$ cat src/rtl/parking_pkg.sv
// Shared parking-controller definitions: gate FSM states, default lot
// capacity and occupancy bus width (also used by the counter and slot monitor).
package parking_pkg;

    localparam int OCC_WIDTH        = 8;
    localparam int DEFAULT_CAPACITY = 20;

    typedef enum logic [3:0] {
        ST_IDLE      = 4'd0,
        ST_IN_OUTER  = 4'd1,
        ST_IN_BOTH   = 4'd2,
        ST_IN_INNER  = 4'd3,
        ST_OUT_INNER = 4'd4,
        ST_OUT_BOTH  = 4'd5,
        ST_OUT_OUTER = 4'd6,
        ST_REJECT    = 4'd7,
        ST_FAULT     = 4'd8
    } gate_state_t;

    // True for the states in which a car is actively traversing the gate
    // and the barrier must be raised.
    function automatic logic is_travel_state(input gate_state_t s);
        return (s == ST_IN_OUTER)  || (s == ST_IN_BOTH)  || (s == ST_IN_INNER) ||
               (s == ST_OUT_INNER) || (s == ST_OUT_BOTH) || (s == ST_OUT_OUTER);
    endfunction

endpackage

$ cat src/rtl/sensor_debouncer.sv
// Two-flop synchronizer followed by a stability counter. The debounced
// output only follows the synced input after it has disagreed for
// DEBOUNCE_CYCLES consecutive cycles; shorter glitches are dropped.
module sensor_debouncer #(
    parameter int DEBOUNCE_CYCLES = 4
) (
    input  logic clk,
    input  logic reset,
    input  logic raw,
    output logic debounced
);

    localparam int             CW       = $clog2(DEBOUNCE_CYCLES + 1);
    localparam logic [CW-1:0]  CNT_LAST = CW'(DEBOUNCE_CYCLES - 1);

    logic          sync1_reg;
    logic          sync2_reg;
    logic          deb_reg;
    logic          deb_next;
    logic [CW-1:0] cnt_reg;
    logic [CW-1:0] cnt_next;

    // Bring the asynchronous beam input into the clock domain.
    always_ff @(posedge clk) begin
        if (reset) begin
            sync1_reg <= 1'b0;
            sync2_reg <= 1'b0;
        end else begin
            sync1_reg <= raw;
            sync2_reg <= sync1_reg;
        end
    end

    // Count consecutive mismatches; flip once the mismatch has persisted long enough.
    always_comb begin
        deb_next = deb_reg;
        cnt_next = '0;
        if (sync2_reg != deb_reg) begin
            if (cnt_reg == CNT_LAST) begin
                deb_next = sync2_reg;
            end else begin
                cnt_next = cnt_reg + CW'(1);
            end
        end
    end

    // Debounce state registers.
    always_ff @(posedge clk) begin
        if (reset) begin
            deb_reg <= 1'b0;
            cnt_reg <= '0;
        end else begin
            deb_reg <= deb_next;
            cnt_reg <= cnt_next;
        end
    end

    assign debounced = deb_reg;

endmodule

$ cat src/rtl/parking_gate_sequencer.sv
// Parking gate sequencer: turns the outer/inner beam sensors into single
// car_in / car_out pulses, raises the barrier during a traversal, refuses
// entry when the lot is full and flags a fault on illegal or stalled sequences.
module parking_gate_sequencer
    import parking_pkg::*;
#(
    parameter int CAPACITY        = DEFAULT_CAPACITY,
    parameter int DEBOUNCE_CYCLES = 4,
    parameter int TIMEOUT_CYCLES  = 1000
) (
    input  logic                 clk,
    input  logic                 reset,
    input  logic                 sensor_outer,
    input  logic                 sensor_inner,
    input  logic [OCC_WIDTH-1:0] occupancy,
    output logic                 car_in,
    output logic                 car_out,
    output logic                 gate_open,
    output logic                 full,
    output logic                 fault
);

    // One extra bit so any CAPACITY up to 2^OCC_WIDTH compares correctly.
    localparam logic [OCC_WIDTH:0] CAP_W      = (OCC_WIDTH + 1)'(CAPACITY);
    localparam int                 DW         = $clog2(TIMEOUT_CYCLES + 1);
    localparam logic [DW-1:0]      DWELL_LAST = DW'(TIMEOUT_CYCLES - 1);

    logic [1:0]    sensor_raw;
    logic [1:0]    sensor_deb;
    logic          deb_outer;
    logic          deb_inner;
    logic [1:0]    beams;          // {outer, inner}

    gate_state_t   state_reg;
    gate_state_t   state_next;
    logic [DW-1:0] dwell_reg;
    logic          timeout_hit;

    logic          full_reg;
    logic          car_in_reg,    car_in_next;
    logic          car_out_reg,   car_out_next;
    logic          gate_open_reg, gate_open_next;
    logic          fault_reg,     fault_next;

    assign sensor_raw = {sensor_inner, sensor_outer};

    // Identical conditioning path for each beam (index 0 = outer, 1 = inner).
    generate
        for (genvar gi = 0; gi < 2; gi++) begin : g_deb
            sensor_debouncer #(
                .DEBOUNCE_CYCLES (DEBOUNCE_CYCLES)
            ) u_deb (
                .clk       (clk),
                .reset     (reset),
                .raw       (sensor_raw[gi]),
                .debounced (sensor_deb[gi])
            );
        end
    endgenerate

    assign deb_outer = sensor_deb[0];
    assign deb_inner = sensor_deb[1];
    assign beams     = {deb_outer, deb_inner};

    // Lot-full flag, sampled once per cycle from the counter's occupancy.
    always_ff @(posedge clk) begin
        if (reset) begin
            full_reg <= 1'b0;
        end else begin
            full_reg <= ({1'b0, occupancy} >= CAP_W);
        end
    end

    // Dwell counter: restarts on every state change and saturates so it never wraps in IDLE.
    always_ff @(posedge clk) begin
        if (reset) begin
            dwell_reg <= '0;
        end else if (state_next != state_reg) begin
            dwell_reg <= '0;
        end else if (dwell_reg < DWELL_LAST) begin
            dwell_reg <= dwell_reg + DW'(1);
        end
    end

    // A state is abandoned once it has been held for TIMEOUT_CYCLES cycles.
    assign timeout_hit = (state_reg != ST_IDLE) && (state_reg != ST_FAULT) &&
                         (dwell_reg == DWELL_LAST);

    // FSM state register.
    always_ff @(posedge clk) begin
        if (reset) begin
            state_reg <= ST_IDLE;
        end else begin
            state_reg <= state_next;
        end
    end

    // Next-state logic; beams encoding: 2'b10 outer only, 2'b01 inner only.
    always_comb begin
        state_next = state_reg;
        case (state_reg)
            ST_IDLE: begin
                case (beams)
                    2'b10:   state_next = full_reg ? ST_REJECT : ST_IN_OUTER;
                    2'b01:   state_next = ST_OUT_INNER;
                    2'b11:   state_next = ST_FAULT;
                    default: state_next = ST_IDLE;
                endcase
            end
            ST_IN_OUTER: begin
                case (beams)
                    2'b11:   state_next = ST_IN_BOTH;
                    2'b00:   state_next = ST_IDLE;
                    2'b01:   state_next = ST_FAULT;
                    default: state_next = ST_IN_OUTER;
                endcase
            end
            ST_IN_BOTH: begin
                case (beams)
                    2'b01:   state_next = ST_IN_INNER;
                    2'b10:   state_next = ST_IN_OUTER;
                    2'b00:   state_next = ST_FAULT;
                    default: state_next = ST_IN_BOTH;
                endcase
            end
            ST_IN_INNER: begin
                case (beams)
                    2'b00:   state_next = ST_IDLE;
                    2'b11:   state_next = ST_IN_BOTH;
                    2'b10:   state_next = ST_FAULT;
                    default: state_next = ST_IN_INNER;
                endcase
            end
            ST_OUT_INNER: begin
                case (beams)
                    2'b11:   state_next = ST_OUT_BOTH;
                    2'b00:   state_next = ST_IDLE;
                    2'b10:   state_next = ST_FAULT;
                    default: state_next = ST_OUT_INNER;
                endcase
            end
            ST_OUT_BOTH: begin
                case (beams)
                    2'b10:   state_next = ST_OUT_OUTER;
                    2'b01:   state_next = ST_OUT_INNER;
                    2'b00:   state_next = ST_FAULT;
                    default: state_next = ST_OUT_BOTH;
                endcase
            end
            ST_OUT_OUTER: begin
                case (beams)
                    2'b00:   state_next = ST_IDLE;
                    2'b11:   state_next = ST_OUT_BOTH;
                    2'b01:   state_next = ST_FAULT;
                    default: state_next = ST_OUT_OUTER;
                endcase
            end
            ST_REJECT: begin
                if (beams == 2'b00) state_next = ST_IDLE;
            end
            ST_FAULT: begin
                if (beams == 2'b00) state_next = ST_IDLE;
            end
            default: state_next = ST_IDLE;
        endcase

        // A stalled sequence overrides any sensor-driven move.
        if (timeout_hit) state_next = ST_FAULT;
    end

    // Output decode from the transition being taken, so outputs line up with the new state.
    always_comb begin
        car_in_next    = (state_reg == ST_IN_INNER)  && (state_next == ST_IDLE);
        car_out_next   = (state_reg == ST_OUT_OUTER) && (state_next == ST_IDLE);
        gate_open_next = is_travel_state(state_next);
        fault_next     = (state_next == ST_FAULT);
    end

    // Registered outputs.
    always_ff @(posedge clk) begin
        if (reset) begin
            car_in_reg    <= 1'b0;
            car_out_reg   <= 1'b0;
            gate_open_reg <= 1'b0;
            fault_reg     <= 1'b0;
        end else begin
            car_in_reg    <= car_in_next;
            car_out_reg   <= car_out_next;
            gate_open_reg <= gate_open_next;
            fault_reg     <= fault_next;
        end
    end

    assign car_in    = car_in_reg;
    assign car_out   = car_out_reg;
    assign gate_open = gate_open_reg;
    assign full      = full_reg;
    assign fault     = fault_reg;

endmodule
$ cat config.mk
export PLATFORM = sky130hd
export DESIGN_NAME = parking_gate_sequencer
export DESIGN_NICKNAME = d
export VERILOG_FILES = /design/src/rtl/parking_pkg.sv /design/src/rtl/sensor_debouncer.sv /design/src/rtl/parking_gate_sequencer.sv
export SDC_FILE = /design/constraint.sdc
export NUM_CORES = 1
export LEC_CHECK = 0
export CAP_MARGIN = 15
export CORE_MARGIN = 3
export CORE_UTILIZATION = 51
export CTS_CLUSTER_DIAMETER = 60
export DETAILED_ROUTE_END_ITERATION = 10
export PLACE_DENSITY = 0.72
export SETUP_SLACK_MARGIN = 0.05
export SLEW_MARGIN = 10
export SYNTH_ARGS = -nofsm -noshare
export SYNTH_HDL_FRONTEND = slang
export SYNTH_SLANG_ARGS = --single-unit
export TNS_END_PERCENT = 30
$ cat constraint.sdc
create_clock -name clk -period 8.1 [get_ports clk]
set_clock_uncertainty 0.05 [all_clocks]
set_input_delay 0.81 -clock clk [delete_from_list [all_inputs] [get_ports clk]]
set_output_delay 0.81 -clock clk [all_outputs]
set_load 0.02 [all_outputs]
==> run_results.csv <==
group,metric,value,unit
status,status,"complete, no violations",
cells_and_area,drive_above_1_share,15.2,%
floorplanning,core.rowCount,21,
sta,post-route-min-period,2.96,ns
synth,ys_dominant_reg_cell,"dfxtp_1",
synth,synth.yosys.seq_area_share,33.7,%
setup_path,rr_endpoint,"dwell_reg[6]",
drt,vias,1416,
synth,muxShareOfSynthArea,4.22,%
synth,synth-simple-area-share,29.5,%
floorplanning,die_h,66.1,um
clock_tree,cts_resized,0,
setup_path,startpoint_type,"register",
global_route,grtUsageTotal,16.9,%
sta,setup_viol,0,
cells_and_area,nNetsFinal,228,
cells_and_area,fin_area,2060,um^2
clock_tree,cts.clk_slew.worst_paths,0.10,ns
setup_path,r2r_start,"g_deb[0].u_deb.debounced",
clock_tree,clk_latency,0.33,ns
sta,fin_crit_sh,36.5,%
sta,finalSetupTns,0,ns
sta,tightest_slew,0.766,ns
place,dpl_cell_area,1970,um^2
power,power_density,145,nW/um^2
synth,synthArstFlopShare,0,%
floorplanning,start_util,53.8,%
sta,hold_viol_final,0,
sta,finalMaxSlewViolations,0,
clock_tree,hold_buffers,0,
setup_path,r2r_slack,5.14,ns
setup_path,arrival,3.14,ns
drt,drc,0,
global_route,grt_pass1_vias,1282,
sta,timing.fmax,0.338,GHz
cells_and_area,final_common_cell,"dfxtp_1",
setup_path,criticalPathCategory,"register to register",
drt,route.antenna.remaining_nets,0,
synth,synth_seq_cells,31,
drt,wl_per_cell,13.2,um
drt,firstDrtPassIters,4,
clock_tree,cts_tree,"built",
floorplanning,io_pins,17,
synth,synth-adder-area-share,8.84,%
power,peakVddDrop,0.0812,mV
synth,synth-edff-count,0,
place,gp_congestion,0.878,
clock_tree,clockBufferDepth,2,
cells_and_area,utilization,60.3,%
synth,synth_top_family_by_area,"simple AND/OR/NAND/NOR gates",
place,placed_cells_incl_taps,242,
synth,syn-instance-count,191,
place,io_buffers,14,
cells_and_area,largest_register_ffs,10,
setup_path,worst_setup_path_end_kind,"register",
clock_tree,clock-root-buffer,"clkbuf_4",
drt,finalWirelength,3300,um
cells_and_area,synthToLayoutAreaGrowth,12.0,%
synth,yosys_warnings,0,
setup_path,reg2regPathDepth,7,
synth,synth.avg_cell_area,9.63,um^2
setup_path,crit_path_end,"dwell_reg[6]",
global_route,antenna_found_initial,0,
power,p_leak,0.744,nW
place,dpl.hpwl,2370,um
clock_tree,h-tree-depth,2,
flow_run,drv_cap,0,
floorplanning,floorplan.die.width,66.1,um
synth,synth_xor_area_share,3.81,%
synth,synth.distinct_cells,58,
synth,synth-compound-area-share,14.4,%
sta,relSlewSlack,48.8,%
floorplanning,dieArea,4360,um^2
synth,synth_nets,216,
setup_path,cp-startpoint,"g_deb[0].u_deb.debounced",
global_route,grt_pass1_wl,5660,um
clock_tree,postCtsSetupBuffers,0,
synth,synthesis.area,1840,um^2
hold_path,holdCritPathClass,"register to register",
drt,via_per_inst,5.66,
clock_tree,cts_buffers,5,
sta,rsz0062_at_grt,"no",
cells_and_area,final_cell_mix,"dfxtp_1 (31), nor2_1 (18), clkdlybuf4s50_1 (14)",
setup_path,cp_max_fo,10,
drt,drt_iter0_markers,127,
cells_and_area,n_antenna_cell,0,
setup_path,worstPathRequired,8.28,ns
global_route,grt_max_degree,27,
clock_tree,clock_sinks,31,
cells_and_area,stdcell_count,250,
global_route,grt-ovfl-total,0,
power,total_power,0.000299,W
floorplanning,core_area,3420,um^2
## metrics by stage
stage / worst slack [ns] / hold slack, ns
detailed placement: 5.19 / 0.369
global route: 4.97 / 0.394
finish: 5.14 / 0.375
global placement: 5.26 / 0.356
CTS: 5.15 / 0.383
floorplan: 5.56 / 0.349
## per-layer routing
metal,share of wire (%),global-route usage [%],up-vias
li1,-,-,725
met5,0,0,-
met4,1.4,6.60,0
met1,46,20.6,652
met3,5.0,5.44,5
met2,48,27.4,34
## critical path: stages (launching register included)
cell and delay [ns]:
dfxtp_1 0.55, ha_1 0.29, or4b_2 0.60, o311a_1 0.17, a21o_1 0.22, xnor2_1 0.13
a211o_1 0.50, a2111oi_2 0.34
## cell usage after synthesis (2+ instances only)
library cell	number	share of area (%)
ha_1	13	8.8
nor4_2	7	4.8
a21oi_1	5	1.4
buf_2	3	0.82
xor2_1	2	0.95
nand2_1	8	1.6
or3_1	3	1.0
buf_4	2	0.82
buf_6	3	1.8
inv_1	8	1.6
nand2b_1	8	2.7
nor3b_1	2	0.82
dfxtp_1	31	34
a2111oi_2	4	3.3
nand3_1	6	1.6
nor3_1	7	1.9
a31oi_1	3	1.0
clkbuf_1	2	0.41
nor4b_1	2	0.95
o21ai_0	2	0.54
and4_1	2	0.95
nor2_1	18	3.7
xnor2_1	6	2.9
mux2i_1	4	2.2
nor2b_1	7	2.4
## area by class of cell
type | instances | area [um^2]
fill | 285 | 1360
multi-input combinational | 142 | 1120
sequential | 31 | 621
timing repair buffer | 15 | 148
tap | 46 | 57.6
clock buffer | 6 | 51.3
clock inverter | 2 | 35.0
inverter | 8 | 30.0
## where the power goes
part	internal, W	switching, W
Clock	0.0000729	0.0000546
Sequential	0.000155	0.00000190
Combinational	0.00000816	0.00000626
## kinds of logic (layout without fill, tap and decap cells)
logic type               after synthesis  count (layout)
AO/OA/AOI/OAI                         31              31
AND/OR/NAND/NOR                       84              84
multiplexers                           6               6
flip-flops                            31              31
buffers and inverters                 18              31
XOR/XNOR                               8               8
adder cells (fa/ha/maj)               13              13
## worst min path at each step
stage	from	end	slack, ns	cells after the start
floorplan	g_deb[0].u_deb.cnt_reg[0]	g_deb[0].u_deb.cnt_reg[0]	0.35	1
global placement	g_deb[0].u_deb.cnt_reg[0]	g_deb[0].u_deb.cnt_reg[0]	0.36	1
detailed placement	g_deb[1].u_deb.cnt_reg[0]	g_deb[1].u_deb.cnt_reg[0]	0.37	1
CTS	g_deb[1].u_deb.cnt_reg[0]	g_deb[1].u_deb.cnt_reg[0]	0.38	1
global route	g_deb[1].u_deb.cnt_reg[0]	g_deb[1].u_deb.cnt_reg[0]	0.39	1
finish	g_deb[1].u_deb.cnt_reg[0]	g_deb[1].u_deb.cnt_reg[0]	0.37	1
(Power assumes the default switching activity.)
